## config.mk

```make
export PLATFORM = sky130hd
export DESIGN_NAME = iob_fifo_burst_arb
export DESIGN_NICKNAME = d
export VERILOG_FILES = /design/src/rtl/iob_fifo_burst_arb.sv
export SDC_FILE = /design/constraint.sdc
export NUM_CORES = 1
export LEC_CHECK = 0
export ABC_AREA = 1
export ABC_CLOCK_PERIOD_IN_PS = 2950
export BUFFER_PORTS_ARGS = -buffer_cell sky130_fd_sc_hd__buf_2
export CAP_MARGIN = 25
export CELL_PAD_IN_SITES_DETAIL_PLACEMENT = 1
export CELL_PAD_IN_SITES_GLOBAL_PLACEMENT = 2
export CORE_ASPECT_RATIO = 1.1
export CORE_UTILIZATION = 15
export DETAILED_ROUTE_END_ITERATION = 10
export HOLD_SLACK_MARGIN = 0.06
export PLACE_DENSITY_LB_ADDON = 0.1
export REMOVE_ABC_BUFFERS = 1
export SYNTH_ARGS = -nofsm -noshare
export SYNTH_HDL_FRONTEND = slang
export SYNTH_SLANG_ARGS = --single-unit
```

## constraint.sdc

```tcl
create_clock -name clk_i -period 2.95 [get_ports clk_i]
set_clock_uncertainty 0.1 [all_clocks]
set_input_delay 0.4425 -clock clk_i [delete_from_list [all_inputs] [get_ports clk_i]]
set_output_delay 0.4425 -clock clk_i [all_outputs]
set_load 0.02 [all_outputs]
```

## src/rtl/iob_fifo_burst_arb.sv

```systemverilog
// iob_fifo_burst_arb
// Round-robin burst arbiter for the write port of one FIFO. A requester is
// granted only when the FIFO can absorb a whole burst. It then owns the port
// until exactly BURST_LEN words have been written, so bursts never interleave.
// Lives entirely in the FIFO write clock domain.

module iob_fifo_burst_arb #(
   parameter int N_REQ     = 4,
   parameter int DATA_W    = 32,
   parameter int ADDR_W    = 4,
   parameter int BURST_LEN = 4
) (
   input  logic                      clk_i,
   input  logic                      arst_n_i,
   input  logic                      rst_i,
   input  logic [N_REQ-1:0]          req_i,
   input  logic [N_REQ-1:0]          valid_i,
   input  logic [N_REQ*DATA_W-1:0]   data_i,
   output logic [N_REQ-1:0]          ack_o,
   output logic [N_REQ-1:0]          grant_o,
   output logic                      busy_o,
   input  logic [ADDR_W:0]           w_level_i,
   input  logic                      w_full_i,
   output logic                      w_en_o,
   output logic [DATA_W-1:0]         w_data_o
);

   localparam int PTR_W = $clog2(N_REQ);
   localparam int CNT_W = $clog2(BURST_LEN + 1);

   // Capacity and burst size at the width of the free-space arithmetic.
   localparam logic [ADDR_W+1:0] CAPACITY    = {2'b01, {ADDR_W{1'b0}}};
   localparam logic [ADDR_W+1:0] BURST_WORDS = (ADDR_W+2)'(BURST_LEN);
   localparam logic [CNT_W-1:0]  LAST_WORD   = CNT_W'(BURST_LEN - 1);
   localparam logic [PTR_W-1:0]  LAST_REQ    = PTR_W'(N_REQ - 1);

   typedef enum logic {
      IDLE  = 1'b0,
      BURST = 1'b1
   } state_t;

   state_t             state;
   logic [N_REQ-1:0]   grant;
   logic [PTR_W-1:0]   ptr;
   logic [CNT_W-1:0]   cnt;

   logic [ADDR_W+1:0]  free_words;
   logic               space_ok;
   logic               pick_valid;
   logic [PTR_W-1:0]   pick_idx;
   logic [PTR_W-1:0]   scan_idx;
   logic [PTR_W-1:0]   owner_idx;
   logic [PTR_W-1:0]   ptr_after;

   // Room for a whole burst: level already reflects our own last write.
   assign free_words = CAPACITY - {1'b0, w_level_i};
   assign space_ok   = (free_words >= BURST_WORDS);

   // Round-robin pick: first requester at or after ptr, wrapping mod N_REQ.
   // Scanning from the far end lets the nearest hit overwrite the others.
   always_comb begin
      // NOTE: every variable gets a default first so no latch is inferred.
      pick_valid = 1'b0;
      pick_idx   = '0;
      scan_idx   = '0;
      for (int i = N_REQ - 1; i >= 0; i--) begin
         scan_idx = PTR_W'((int'(ptr) + i) % N_REQ);
         if (req_i[scan_idx]) begin
            pick_valid = 1'b1;
            pick_idx   = scan_idx;
         end
      end
   end

   // Index of the current owner, used to advance the pointer past it.
   always_comb begin
      owner_idx = '0;
      for (int i = 0; i < N_REQ; i++) begin
         if (grant[i]) owner_idx = PTR_W'(i);
      end
   end

   assign ptr_after = (owner_idx == LAST_REQ) ? '0 : owner_idx + 1'b1;

   // Write path is purely combinational; grant is all-zero outside BURST,
   // which forces w_en_o, ack_o and w_data_o to zero there.
   assign w_en_o = (state == BURST) & (|(grant & valid_i)) & ~w_full_i;
   assign ack_o  = grant & {N_REQ{w_en_o}};

   // Forward the owner's word; one-hot grant makes this a simple mux.
   always_comb begin
      w_data_o = '0;
      for (int i = 0; i < N_REQ; i++) begin
         if (grant[i]) w_data_o = data_i[i*DATA_W +: DATA_W];
      end
   end

   // Arbitration FSM: grant in IDLE, count words in BURST, rotate on completion.
   always_ff @(posedge clk_i or negedge arst_n_i) begin
      if (!arst_n_i) begin
         // NOTE: sequential state uses non-blocking assignments only.
         state <= IDLE;
         grant <= '0;
         ptr   <= '0;
         cnt   <= '0;
      end else if (rst_i) begin
         state <= IDLE;
         grant <= '0;
         ptr   <= '0;
         cnt   <= '0;
      end else begin
         case (state)
            IDLE: begin
               if (pick_valid && space_ok) begin
                  grant    <= '0;
                  grant[pick_idx] <= 1'b1;
                  cnt      <= '0;
                  state    <= BURST;
               end
            end
            BURST: begin
               if (w_en_o) begin
                  if (cnt == LAST_WORD) begin
                     state <= IDLE;
                     grant <= '0;
                     ptr   <= ptr_after;
                     cnt   <= '0;
                  end else begin
                     cnt <= cnt + 1'b1;
                  end
               end
            end
            default: begin
               state <= IDLE;
               grant <= '0;
            end
         endcase
      end
   end

   assign grant_o = grant;
   assign busy_o  = (state == BURST);

endmodule

```

Yosys cells after proc, flatten, opt, wreduce, memory -nomap -nowiden
Index checks and enable logic that the tools add are counted.
Storage, ports and cells
  register bits after elaboration: 10
  latch bits: 0
  memory bits (writable): 0
  memory bits (read-only): 0
  bits of input ports: 145
  output and inout port bits: 42
  word-level logic and storage cells: 82
  memories: 0
Cells by class
  add/sub/neg operators: 6
  multiply operators: 0
  div/mod/pow operators: 0
  order comparisons: 7
  eq/ne operators: 5
  shifts and indexed selects: 0
  mux-type cells: 45
  bitwise logic cells: 6
  reductions and logical operators: 9
Operators with widths (number)
  $mux 32: 4
  $mux 2: 11
  $mux 4: 4
  $lt 2x3->1 const B: 5
  $mux 1: 14
  $mux 3: 4
  $and 4x4->4: 2
  $bmux 1 s2: 4
  $pmux 4 s2: 1
  $ge 6x3->1 const B: 1
  $ne 3x3->1 const B: 2
  $pmux 3 s2: 1
  $reduce_and 3->1: 2
  $reduce_bool 2->1: 3
  $sub 5x5->6 const A: 1
  $add 2x1->2 const B: 2
  $add 2x2->2 const B: 2
  $reduce_or 4->1: 1
  $add 3x1->3 const B: 1
  $eq 3x2->1 const B: 1
  $ne 3x2->1 const B: 1
  $and 1x1->1: 2
  $demux 1 s2: 1
  $eq 2x2->1 const B: 1
  5 further kinds: 7

Depth between registers and ports, before layout
Gate-level depths: netlist of run 1.
  word-level depth: 14
  depth in mapped cells: 15
  depth with buffers taken out: 14

Worst setup path after synthesis of run 1
No wires, ideal clock.
  kind: reg-to-output
  start point: register grant[2] (netlist: grant_o[2])
  end point: output w_data_o[10]
  arrival: 1.433 ns
  required time: 2.408 ns
  slack: 0.974 ns
  cell stages (with the launch flop): 8
  buffers on the path: 2
  path through: dfrtp_1 -> buf_2 -> nor2_1 -> buf_2 -> nand3_1 -> nand3_1 -> o21ai_0 -> inv_1
On the way
  longest elaborated chain between the ends: 2
Ends and longest elaborated chain
  start: declaration: RTL line 43  | logic [N_REQ-1:0] grant;
  start signal: assignment: RTL line 103  | grant <= '0;
  start signal: assignment: RTL line 108  | grant <= '0;
  start signal: assignment: RTL line 115  | grant <= '0;
  $mux 32 (2 in series): RTL line 94  | if (grant[i]) w_data_o = data_i[i*DATA_W +: DATA_W];
  end: declaration: RTL line 25  | output logic [DATA_W-1:0] w_data_o
No other way between the ends.

Worst setup path after layout of run 1
  start point: register grant[2] (netlist: grant_o[2])
  end point: output w_data_o[24]
The elaborated chain is that of the path after synthesis.

==> impl_summary.log, run 1 <==
[metrics] Cell Count Post-Placement: 663
[metrics] overall fraction of global-route tracks in use: 0.1544
[metrics] distinct cell type count of the synthesized netlist: 26
[metrics] clock root buffer master: sky130_fd_sc_hd__clkbuf_16
[metrics] first-pass GRT wire length: 15030 µm
[metrics] most area-consuming cells after synthesis: sky130_fd_sc_hd__nand3_1 19%, sky130_fd_sc_hd__nand2_1 17%, sky130_fd_sc_hd__dfrtp_1 14%, sky130_fd_sc_hd__a21oi_1 9.7%, sky130_fd_sc_hd__o21ai_0 9.7%
[metrics] total negative setup slack: 0 ns
[metrics] max-cap violation count: 0
[metrics] classification of the worst-slack hold path: reg2reg
[metrics] area leader, netlist: sky130_fd_sc_hd__nand3_1
[metrics] mean cell area of the mapped netlist: 5.272 µm²
[metrics] Worst path top cell family by delay: buffers and inverters
[metrics] TritonCTS clock tree: done
[metrics] P_leak: 1.877 nW
[metrics] starting density of the core: 0.1555
[metrics] Post-synth EDFFs: 0
[metrics] launch point of the worst reg-to-reg path: grant_o[3]$_DFFE_PN0P_
[metrics] floorplan die area: 12460 µm²
[metrics] Adder-Cell Fraction of Synth Area: 0.006940
[metrics] Setup Fix Bufs, Post-CTS: 0
[metrics] endpoint kind of the worst setup timing path: output pin
[metrics] critical-path cell with the highest stage delay: sky130_fd_sc_hd__dfrtp_1
[metrics] maximum fanout count along the critical path: 32
[metrics] total congestion overflow after global routing: 0
[metrics] critical path class: reg2out
[metrics] flops & latches, synth: 10
[metrics] Slew @ Worst Pin: 0.6204 ns
[metrics] row count: between 40 and 50
[metrics] share of synthesized area occupied by flip-flops and latches: 0.1388
[metrics] cell depth of the worst setup path: 7
[metrics] post-layout minimum cycle time: around 2.5 ns
[metrics] number of CTS-inserted buffers: 3
[metrics] largest family of logic cells by synthesized area: simple AND/OR/NAND/NOR gates
[metrics] remaining antenna violation count after routing: 0
[metrics] via density per instance: between 4 and 5
[metrics] Warnings, synthesis: 0
[metrics] result of the run: completed
[metrics] most frequently used flop master after synthesis: sky130_fd_sc_hd__dfrtp_1
[metrics] Max Clock Freq: roughly 0.41 GHz
[metrics] worst setup path endpoint: w_data_o[24]
[metrics] Max VDD drop: 0.1627 mV
[metrics] fin. max-slew vios: 0
[metrics] maximum number of pins on one net before global-route repair: 36
[metrics] proportion of synthesized flip-flops having asynchronous set or reset: 1.000
[metrics] post-synthesis cell count: about 340
[metrics] total I/O pin count: 187
[metrics] horizontal extent of the die: 106.5 µm
[metrics] count of buffers from port buffering: 186
[metrics] share of post-route cells with drive strength above 1: 0.4247
[metrics] clock sink count: 10
[metrics] DRT Pass-1 Iters: 6
[metrics] buffering stage count on the worst path with inverters included: 3
[metrics] final net count: 665
[metrics] xor/xnor cell area share of the yosys netlist: 0
[metrics] beginning of the critical path: grant_o[2]$_DFFE_PN0P_
[metrics] Data required, critical path: 2.41 ns
[metrics] minimum setup slack among reg-to-reg paths: 1.12 ns
[metrics] worst hold slack: 0.4013 ns
[metrics] remaining routing DRC violations: 0
[metrics] number of global-route vias before repair: 2877
[metrics] max-slew headroom at the worst pin: 0.5864
[metrics] routed wire length: 9919 µm
[metrics] final setup violation count: 0
[metrics] depth of the worst register-to-register path: 8
[metrics] CP peak stage delay: 0.56 ns
[metrics] Synth-to-Final Area Change: 65.58%
[metrics] dominant cell type by count on the critical path: sky130_fd_sc_hd__nand3_1
[metrics] number of hold-slack violations in the final timing report: 0
[metrics] most used standard cells in the synthesized netlist: 82 x sky130_fd_sc_hd__nand2_1, 70 x sky130_fd_sc_hd__nand3_1, 43 x sky130_fd_sc_hd__inv_1
[metrics] clock slew at reported path FFs: about 0.040 ns
[metrics] number of standard cells in the layout, taps in and fillers out: 668
[metrics] complex-gate fraction of the synthesized area: 0.2276
[metrics] share of the cycle needed by the critical path after routing: 0.8340
[metrics] simple-gate share of the synthesized area: 0.4663
[metrics] routed length per instance: 14.85 µm
[metrics] share of synthesized area spent on multiplexers: 0
[metrics] vias after detailed routing: about 2900
[metrics] n_diodes: 0
[metrics] RSZ-0062 raised after global routing: no
[metrics] nature of the critical path startpoint: register
[metrics] area of the mapped netlist: around 1800 µm²
[metrics] GP Congestion: between 0.7 and 0.8
[metrics] Reg-to-Reg End: grant_o[2]$_DFFE_PN0P_
[metrics] P per Cell Area: around 570 nW/µm²
[metrics] number of antenna violations at the first check in global routing: 0
[metrics] arrival time of the worst setup path: 1.92 ns
[metrics] final cell utilization of the core: 0.2575
[metrics] DR iter-0 viols: approximately 140
[metrics] PnR Total Power: roughly 1.7 mW
[metrics] Critical Path, Cell by Cell: nor2_2 > buf_4 > nand3_1 > nand3_1 > o21ai_0 > inv_1 > buf_2
[metrics] maximum clock insertion buffer count: 2
[metrics] post-DP HPWL: 7967 µm
[metrics] height of the die: about 120 µm
[metrics] cell with the most instances after synthesis: sky130_fd_sc_hd__nand2_1
[metrics] core footprint: 11590 µm²
[metrics] H-tree levels: 1
[metrics] top-area cell type share of the netlist area: 0.1943
[metrics] worst-skew pair later-pin latency: roughly 0.24 ns
[worst min-delay path, stage by stage, from the launching register on]
cell and delay, ns:
sky130_fd_sc_hd__dfrtp_1 0.34, sky130_fd_sc_hd__nand2_1 0.06, sky130_fd_sc_hd__o21ai_1 0.06
[worst min-delay path by stage]
stage                       start            endpoint  slack [ns]  depth (start not counted)
4_1_cts        cnt[1]$_DFFE_PN0P_  cnt[1]$_DFFE_PN0P_        0.41                          2
2_1_floorplan            arst_n_i    busy_o$_DFF_PN0_        0.05                          0
3_3_place_gp             arst_n_i  cnt[2]$_DFFE_PN0P_        0.23                          1
5_1_grt        cnt[2]$_DFFE_PN0P_  cnt[2]$_DFFE_PN0P_        0.44                          1
6_report       cnt[1]$_DFFE_PN0P_  cnt[1]$_DFFE_PN0P_        0.40                          2
3_5_place_dp             arst_n_i  cnt[2]$_DFFE_PN0P_        0.23                          1
[cell type report]
class,instances,area (µm²)
clock buffers,4,88.84
inverters,47,183.9
flip-flops and latches,10,250.2
multi-input cells,263,1269
fillers,1588,8608
repair buffers,194,1006
well taps,150,187.7
[cells in the final DEF (no fill, tap or decap), types with 6 or more instances in the layout]
master                    netlist  layout
sky130_fd_sc_hd__nand2_2       10      10
sky130_fd_sc_hd__nor2_1        17      15
sky130_fd_sc_hd__o21ai_0       35      35
sky130_fd_sc_hd__buf_2         12     186
sky130_fd_sc_hd__inv_1         43      43
sky130_fd_sc_hd__dfrtp_1       10      10
sky130_fd_sc_hd__buf_4          0       6
sky130_fd_sc_hd__nand3_1       70      70
sky130_fd_sc_hd__nand2_1       82      82
sky130_fd_sc_hd__a21oi_1       35      35
[state kept, by name, summed over array words and instances (netlist names)]
name,count
busy_o,1
cnt,3
grant_o,4
ptr,2
[kinds of logic after synthesis]
logic type / count (synthesis)
AO/OA/AOI/OAI: 77
adder cells (fa/ha/maj): 1
buffers and inverters: 69
flip-flops: 10
AND/OR/NAND/NOR: 185
[per-stage QoR]
step	setup slack (ns)	cell area, µm²
after global placement	0.7669	2887
final	0.4897	2985
after detailed placement	0.7385	2887
after floorplan	0.03171	1698
after global routing	0.2984	2985
after CTS	0.4658	2985
[timing repair]
action / 4_1_cts / 5_1_grt
endpoints found under the hold margin: 10 / 0
gates resized for setup: 0 / 0
hold buffers: 1 / 0
[routing by layer]
layer / wire, µm / up-vias / part of all wire / GRT usage
met4: 138 / 0 / 0.014 / 0.03653
met3: 647 / 10 / 0.065 / 0.02270
met5: 0 / - / 0 / 0
met2: 5134 / 105 / 0.52 / 0.2978
met1: 3999 / 1358 / 0.40 / 0.1794
li1: - / 1466 / - / -
[power by group]
| part | total [mW] | switching (mW) | leakage [nW] | internal [mW] |
|---|---|---|---|---|
| Sequential | 0.207 | 0.0512 | 0.134 | 0.156 |
| Combinational | 1.21 | 0.778 | 1.70 | 0.433 |
| Clock | 0.278 | 0.0730 | 0.0442 | 0.205 |
Power figures use the tool's default switching activity.
==> run 2, diff against run 1 <==
--- a/config.mk
+++ b/config.mk
@@ -5,14 +5,14 @@
 export SDC_FILE = /design/constraint.sdc
 export NUM_CORES = 1
 export LEC_CHECK = 0
-export ABC_AREA = 1
-export ABC_CLOCK_PERIOD_IN_PS = 2950
+export ABC_AREA = 0
+export ABC_CLOCK_PERIOD_IN_PS = 2070
 export BUFFER_PORTS_ARGS = -buffer_cell sky130_fd_sc_hd__buf_2
 export CAP_MARGIN = 25
 export CELL_PAD_IN_SITES_DETAIL_PLACEMENT = 1
 export CELL_PAD_IN_SITES_GLOBAL_PLACEMENT = 2
 export CORE_ASPECT_RATIO = 1.1
-export CORE_UTILIZATION = 15
+export CORE_UTILIZATION = 12
 export DETAILED_ROUTE_END_ITERATION = 10
 export HOLD_SLACK_MARGIN = 0.06
 export PLACE_DENSITY_LB_ADDON = 0.1
==> constraint.sdc (replaced) <==
create_clock -name clk_i -period 2.07 [get_ports clk_i]
set_clock_uncertainty 0.1 [all_clocks]
set_input_delay 0.3105 -clock clk_i [delete_from_list [all_inputs] [get_ports clk_i]]
set_output_delay 0.3105 -clock clk_i [all_outputs]
set_load 0.02 [all_outputs]
==> run 2 against run 1 <==
Cell count down 15%; sequential share of layout area up 0.35 points; global-route usage down 1.8 points; synthesized cell count down 32%; critical path depth down 2; non-clock buffer count up 6; combinational power down 33%; sequential cell count unchanged; highest routed layer is now met5.
==> impl_summary.log, run 2 <==
[metrics] critical path class: reg2out
[metrics] n_diodes: 0 (unchanged)
[metrics] classification of the worst-slack hold path: in2reg
[metrics] number of antenna violations at the first check in global routing: 1 (+1)
[metrics] proportion of synthesized flip-flops having asynchronous set or reset: 1.000 (unchanged)
[metrics] P_leak: 1.364 nW (-27%)
[metrics] count of buffers from port buffering: 186 (unchanged)
[metrics] first-pass GRT wire length: 13980 µm (-7.0%)
[metrics] cell internal power dissipation: 0.8581 mW (+8.2%)
[metrics] total I/O pin count: 187 (unchanged)
[metrics] core footprint: 12540 µm² (+8.1%)
[metrics] remaining antenna violation count after routing: 0 (unchanged)
[metrics] switching power as a share of total power: 0.3955 (-0.1366)
[metrics] Slew @ Worst Pin: 0.4395 ns (-0.1809 ns)
[metrics] filler cell count in the final layout: 1588 (unchanged)
[metrics] post-DP HPWL: 7352 µm (-7.7%)
[metrics] TritonCTS clock tree: done
[metrics] share of post-route cells with drive strength above 1: 0.5317 (+0.1070)
[metrics] Clk pwr share: 0.271 (+0.107)
[metrics] max-slew headroom at the worst pin: 0.7070 (+0.1206)
[metrics] post-synthesis cell count: 231 (-32%)
[metrics] most frequently used flop master after synthesis: sky130_fd_sc_hd__dfrtp_1
[metrics] floorplan die area: 13280 µm² (+6.6%)
[metrics] max-cap violation count: 0 (unchanged)
[metrics] cell with the most instances after synthesis: sky130_fd_sc_hd__nand2_1
[metrics] total congestion overflow after global routing: 0 (unchanged)
[metrics] maximum number of pins on one net before global-route repair: 42 (+17%)
[metrics] most common cell after layout, fill and taps aside: sky130_fd_sc_hd__buf_2
[metrics] most frequent cells in the layout: 175 x sky130_fd_sc_hd__buf_2, 37 x sky130_fd_sc_hd__nand2_1, 35 x sky130_fd_sc_hd__nor2_1
[metrics] Max VDD drop: 0.3197 mV (+96%)
[metrics] post-layout minimum cycle time: 2.066 ns
[metrics] result of the run: completed
[metrics] clock root buffer master: sky130_fd_sc_hd__clkbuf_16
[metrics] flip-flop and latch area: 254.0 µm² (+1.5%)
[metrics] maximum fanout count along the critical path: 15 (-53%)
[metrics] via density per instance: 4.571 (+3.9%)
[metrics] maximum clock insertion buffer count: 2 (unchanged)
[metrics] number of hold-slack violations in the final timing report: 0 (unchanged)
[metrics] routed wire length: 9724 µm (-2.0%)
[metrics] Synth-to-Final Area Change: 89.02%
[metrics] critical-path cell with the highest stage delay: sky130_fd_sc_hd__dfrtp_2
[metrics] row count: 43 (+4.9%)
[metrics] worst-skew pair later-pin latency: 0.24 ns (about the same)
[metrics] endpoint kind of the worst setup timing path: output pin
[metrics] final cell utilization of the core: 0.2321 (-0.02544)
[metrics] GP Congestion: 0.7499 (+0.98%)
[metrics] DR iter-0 viols: 119 (-12%)
[metrics] distinct cell type count of the synthesized netlist: 34 (+31%)
[metrics] number of CTS-inserted buffers: 3 (unchanged)
[metrics] power share of the sequential group: 0.160 (+0.038)
[metrics] RSZ-0062 raised after global routing: yes
[metrics] number of flip-flops under the largest register name: 4 (unchanged)
[metrics] final setup violation count: 0 (unchanged)
[metrics] share of synthesized area occupied by flip-flops and latches: 0.1626 (+0.02381)
[metrics] Data required, critical path: 1.66 ns (-0.75 ns)
[metrics] DRT Pass-1 Iters: 4 (-2)
[metrics] CP peak stage delay: 0.47 ns (-0.09 ns)
[metrics] share of the cycle needed by the critical path after routing: 0.9983
[metrics] Post-synth EDFFs: 0 (unchanged)
[metrics] routed length per instance: 17.15 µm (+15%)
[metrics] fin. max-slew vios: 0 (unchanged)
[metrics] arrival time of the worst setup path: 1.66 ns (-0.26 ns)
[metrics] area of the mapped netlist: 1539 µm² (-15%)
[metrics] Warnings, synthesis: 0 (unchanged)
[metrics] remaining routing DRC violations: 0 (unchanged)
[metrics] horizontal extent of the die: 110.0 µm (+3.2%)
[metrics] height of the die: 120.8 µm (+3.2%)
[metrics] flops & latches, synth: 10 (unchanged)
[metrics] H-tree levels: 1 (unchanged)
[metrics] net switching power: 0.5613 mW (-38%)
[metrics] most used standard cells in the synthesized netlist: 37 x sky130_fd_sc_hd__nand2_1, 36 x sky130_fd_sc_hd__nor2_1, 33 x sky130_fd_sc_hd__o31ai_1
[metrics] starting density of the core: 0.1228 (-0.03275)
[metrics] most area-consuming cells after synthesis: sky130_fd_sc_hd__a221oi_1 17%, sky130_fd_sc_hd__dfrtp_1 16%, sky130_fd_sc_hd__o31ai_1 16%, sky130_fd_sc_hd__nand2_1 9.0%, sky130_fd_sc_hd__nor2_1 8.8%
[metrics] top-area cell type share of the netlist area: 0.1707 (-0.02358)
[metrics] multi-input logic area: 1201 µm² (-5.3%)
[metrics] clock sink count: 10 (unchanged)
[metrics] P per Cell Area: 487.9 nW/µm² (-14%)
[metrics] Max Clock Freq: 0.4839 GHz
[metrics] clock slew at reported path FFs: 0.04 ns (about the same)
[metrics] number of global-route vias before repair: 2651 (-7.9%)
[metrics] area leader, netlist: sky130_fd_sc_hd__a221oi_1
[metrics] Critical Path, Cell by Cell: nor2_4 > clkbuf_16 > a221oi_1 > o31ai_1 > buf_2
[metrics] overall fraction of global-route tracks in use: 0.1363 (-0.01810)
[metrics] final net count: 557 (-16%)
[metrics] part of the total power dissipated in combinational logic: 0.569 (-0.145)
[metrics] vias after detailed routing: 2592 (-12%)
[metrics] mean cell area of the mapped netlist: 6.662 µm² (+26%)
[metrics] PnR Total Power: 1.419 mW (-16%)
[metrics] nature of the critical path startpoint: register
-- run 2: cell types whose count changed after synthesis, sizes merged, moves of 4 or more --
cell,delta
nand3,-69
nand2,-58
inv,-39
o21ai,-33
o31ai,+33
a221oi,+30
a21oi,-26
clkbuf,+17
nor2,+17
buf,-14
and2,+4
o211ai,+4
o32ai,+4
-- run 2: final cells by class --
cell class	instances	share of cell area
multi-input cells	188	0.4129
repair buffers	200	0.3914
flip-flops and latches	10	0.08731
well taps	157	0.06753
clock buffers	4	0.03054
inverters	8	0.01032
-- run 2: final timing paths --
| kind | from | slack [ns] | end | cells after the start |
|---|---|---|---|---|
| worst max register to register | ptr[1]$_DFFE_PN0P_ | 0.35 | grant_o[3]$_DFFE_PN0P_ | 4 |
| worst max-delay path | grant_o[1]$_DFFE_PN0P_ | 0.004 | w_data_o[13] | 5 |
| max in group asynchronous | arst_n_i | 1.28 | grant_o[3]$_DFFE_PN0P_ | 2 |
| min in group asynchronous | arst_n_i | 0.37 | cnt[2]$_DFFE_PN0P_ | 2 |
| worst min-delay path | rst_i | 0.31 | cnt[0]$_DFFE_PN0P_ | 2 |
| worst min register to register | cnt[2]$_DFFE_PN0P_ | 0.44 | cnt[2]$_DFFE_PN0P_ | 2 |
-- run 2: repair_timing --
| action | in CTS | in global routing |
|---|---|---|
| hold endpoints to repair | 10 | 0 |
| cloned | 0 | 2 |
| setup buffers | 0 | 2 |
| setup endpoints to repair | 37 | 36 |
| gates resized for setup | 6 | 20 |
| pin swaps | 1 | 4 |
| hold buffers | 1 | 0 |
-- run 2: stage by stage --
step                cell area, µm²  setup slack, ns   TNS (ns)  hold WS, ns  cells
floorplan                     1438           -1.005     -40.86     -0.08509    206
finish                        2909         0.003608          0       0.3115    567
CTS                           2773        -0.003117  -0.003117       0.3085    563
global route                  2909         -0.08677     -1.986       0.3527    567
detailed placement            2661          0.05646          0      0.09795    558
global placement              2661           0.1047          0      0.09414    558
-- run 2: kinds of logic (layout without fill, tap and decap cells) --
family,Yosys count,in the layout,share of synthesized area
compound gates,95,95,0.4756
fa+ha+maj,1,1,0.008129
buf+inv,33,212,0.08537
flops,10,10,0.1626
mux,2,2,0.01301
simple gates,90,90,0.2553
-- run 2: layer usage --
metal,wire length [µm],part of all wire,track usage
met1,3924,0.40,0.1569
met2,4880,0.50,0.2602
met3,821,0.084,0.01941
met4,84,0.0086,0.02750
met5,13,0.0013,0
-- run 2: power groups by stage --
stage	logic, mW	clock network, mW	registers, mW
final	0.808	0.384	0.227
after CTS	0.757	0.394	0.227
after global placement	0.747	0	0.228
after floorplan	0.349	0	0.260
after detailed placement	0.749	0	0.228
after global routing	0.880	0.403	0.230
-- run 2: worst max-delay path, delay by kind of cell (launching register included) --
family          cells  cell delay [ns]
compound gates      2             0.30
buf+inv             2             0.43
flops               1             0.47
simple gates        1             0.21
==> run 3, diff against run 2 <==
--- a/config.mk
+++ b/config.mk
@@ -15,7 +15,7 @@
 export CORE_UTILIZATION = 12
 export DETAILED_ROUTE_END_ITERATION = 10
 export HOLD_SLACK_MARGIN = 0.06
-export PLACE_DENSITY_LB_ADDON = 0.1
+export PLACE_DENSITY = 0.8
 export REMOVE_ABC_BUFFERS = 1
 export SYNTH_ARGS = -nofsm -noshare
 export SYNTH_HDL_FRONTEND = slang
==> run 3 against run 2 <==
The flow now finishes with violations (negative setup slack); fmax decreased by 0.36%; combinational power increased by 4.8%; die area unchanged; clock power increased by 2%; worst setup slack got worse by 0.0075 ns; sequential power about the same; first-iteration DRC count decreased by 18%; critical endpoint is now w_data_o[4].
==> impl_summary.log, run 3 (synthesized netlist as in run 2, its figures left out) <==
[metrics] critical-path cell with the highest stage delay: sky130_fd_sc_hd__dfrtp_1
[metrics] post-DP HPWL: 6983 µm (-5.0%)
[metrics] RSZ-0062 raised after global routing: yes
[metrics] most common cell after layout, fill and taps aside: sky130_fd_sc_hd__buf_2
[metrics] number of antenna violations at the first check in global routing: 0 (-1)
[metrics] count of buffers from port buffering: 186 (unchanged)
[metrics] endpoint kind of the worst setup timing path: output pin
[metrics] Placed Area: 2676 µm² (+0.56%)
[metrics] P per Cell Area: 486.6 nW/µm² (-0.28%)
[metrics] violated checks: negative setup slack
[metrics] launch point of the worst reg-to-reg path: ptr[1]$_DFFE_PN0P_
[metrics] remaining antenna violation count after routing: 0 (unchanged)
[metrics] Synth-to-Final Area Change: 95.85%
[metrics] filler cell count in the final layout: 1591 (+0.19%)
[metrics] share of post-route cells with drive strength above 1: 0.5492 (+0.01745)
[metrics] overall fraction of global-route tracks in use: 0.1290 (-0.007278)
[metrics] DRT Pass-1 Iters: 4 (unchanged)
[metrics] clock slew at reported path FFs: 0.04 ns (about the same)
[metrics] max-cap violation count: 0 (unchanged)
[metrics] Critical Path, Cell by Cell: inv_2 > nor2_4 > buf_6 > buf_12 > a221oi_2 > o31ai_1 > buf_2
[metrics] DR iter-0 viols: 97 (-18%)
[metrics] buffering stage count on the worst path with inverters included: 4 (+2)
[metrics] fin. max-slew vios: 0 (unchanged)
[metrics] floorplan die area: 13280 µm² (unchanged)
[metrics] worst-case setup margin in the final layout: -0.003917 ns (-0.007525 ns)
[metrics] worst-skew pair later-pin latency: 0.24 ns (about the same)
[metrics] final setup violation count: 1 (+1)
[metrics] remaining routing DRC violations: 0 (unchanged)
[metrics] Design Area, Final: 3014 µm² (+3.6%)
[metrics] row count: 43 (unchanged)
[metrics] maximum clock insertion buffer count: 2 (unchanged)
[metrics] result of the run: complete, but fails checks
[metrics] number of flip-flops under the largest register name: 4 (unchanged)
[metrics] PnR Total Power: 1.467 mW (+3.3%)
[metrics] vias after detailed routing: 2667 (+2.9%)
[metrics] horizontal extent of the die: 110.0 µm (unchanged)
[metrics] number of standard cells in the layout, taps in and fillers out: 574 (+1.2%)
[metrics] critical path class: reg2out
[metrics] share of the cycle needed by the critical path after routing: 1.002 (+0.003635)
[metrics] CP peak stage delay: 0.39 ns (-0.08 ns)
[metrics] clock root buffer master: sky130_fd_sc_hd__clkbuf_16
[metrics] maximum fanout count along the critical path: 7 (-8)
[metrics] beginning of the critical path: grant_o[0]$_DFFE_PN0P_
[metrics] final net count: 564 (+1.3%)
[metrics] first-pass GRT wire length: 13270 µm (-5.1%)
[metrics] maximum number of pins on one net before global-route repair: 39 (-7.1%)
[metrics] GP Congestion: 0.8543 (+14%)
[metrics] core footprint: 12540 µm² (unchanged)
[metrics] total negative setup slack: -0.003917 ns (-0.003917 ns)
[metrics] TritonCTS clock tree: done
[metrics] arrival time of the worst setup path: 1.66 ns (about the same)
[metrics] number of CTS-inserted buffers: 3 (unchanged)
[metrics] H-tree levels: 1 (unchanged)
[metrics] number of global-route vias before repair: 2683 (+1.2%)
[metrics] Max VDD drop: 0.3614 mV (+13%)
[metrics] number of hold-slack violations in the final timing report: 0 (unchanged)
[metrics] routed length per instance: 16.36 µm (-4.6%)
[metrics] Post-Place Setup Slack: 0.01741 ns (-0.03905 ns)
[metrics] final cell utilization of the core: 0.2404 (+0.008384)
[metrics] max-slew headroom at the worst pin: 0.7351 (+0.02813)
[metrics] Slew @ Worst Pin: 0.3973 ns (-0.04220 ns)
[metrics] nature of the critical path startpoint: register
[metrics] height of the die: 120.8 µm (unchanged)
[metrics] via density per instance: 4.646 (+1.6%)
[metrics] Data required, critical path: 1.66 ns (about the same)
[metrics] Worst path top cell family by delay: buffers and inverters
[metrics] clock sink count: 10 (unchanged)
[metrics] classification of the worst-slack hold path: in2reg
[metrics] Max Clock Freq: 0.4822 GHz (-0.36%)
[metrics] Cell Count Post-Placement: 560 (+0.36%)
[metrics] starting density of the core: 0.1228 (unchanged)
[metrics] post-layout minimum cycle time: 2.074 ns (+0.007525 ns)
[metrics] routed wire length: 9388 µm (-3.5%)
[metrics] worst hold slack: 0.2979 ns (-0.01359 ns)
[metrics] total I/O pin count: 187 (unchanged)
[metrics] n_diodes: 0 (unchanged)
[metrics] P_leak: 1.419 nW (+4.0%)
[metrics] most frequent cells in the layout: 178 x sky130_fd_sc_hd__buf_2, 37 x sky130_fd_sc_hd__nand2_1, 35 x sky130_fd_sc_hd__nor2_1
[metrics] total congestion overflow after global routing: 0 (unchanged)
[metrics] Hold Startpoint: rst_i
==> run 3: final cells by class <==
class	count	area, µm²	share of cell area
Multi-Input combinational cell	188	1235	0.4097
Timing Repair Buffer	207	1211	0.4018
Sequential cell	10	252.7	0.08385
Tap cell	157	196.4	0.06517
Clock buffer	4	88.84	0.02947
Inverter	8	30.03	0.009963
==> run 3: final timing paths <==
check                      slack, ns  cells past startpoint                      to
setup / recovery              -0.004                      7             w_data_o[4]
hold / removal                  0.30                      2      cnt[1]$_DFFE_PN0P_
setup reg to reg                0.28                      4  grant_o[1]$_DFFE_PN0P_
hold reg to reg                 0.46                      2      cnt[2]$_DFFE_PN0P_
max in group asynchronous       1.29                      2  grant_o[1]$_DFFE_PN0P_
min in group asynchronous       0.36                      2      ptr[0]$_DFFE_PN0P_
==> run 3: report_power, final <==
group          switching (mW)  leakage, nW  internal, mW
Sequential             0.0174        0.130         0.210
Combinational           0.463         1.24         0.384
Clock                   0.101       0.0442         0.291
Total                   0.581         1.42         0.886
==> run 3: per-layer routing <==
layer  routed length [µm]  up-vias  global-route usage
met3                  696        9             0.01240
met1                 3573     1266              0.1344
met2                 5009      130              0.2660
met4                  109        0             0.02917
met5                    0        -                   0
li1                     -     1262                   -
==> run 3: repair_timing <==
| action | in CTS | in global routing |
|---|---|---|
| resized for setup | 5 | 21 |
| setup endpoints to repair | 34 | 34 |
| hold buffers | 1 | 0 |
| gates cloned | 1 | 2 |
| setup buffers | 1 | 5 |
| hold endpoints to repair | 10 | 0 |
| pin swaps | 1 | 4 |
==> run 3: worst register-to-register path, stage by stage, from the launching register on <==
cell and delay (ns):
sky130_fd_sc_hd__dfrtp_1 0.45, sky130_fd_sc_hd__mux2i_1 0.22, sky130_fd_sc_hd__nor2_1 0.08, sky130_fd_sc_hd__or4_4 0.52
sky130_fd_sc_hd__o32ai_1 0.29
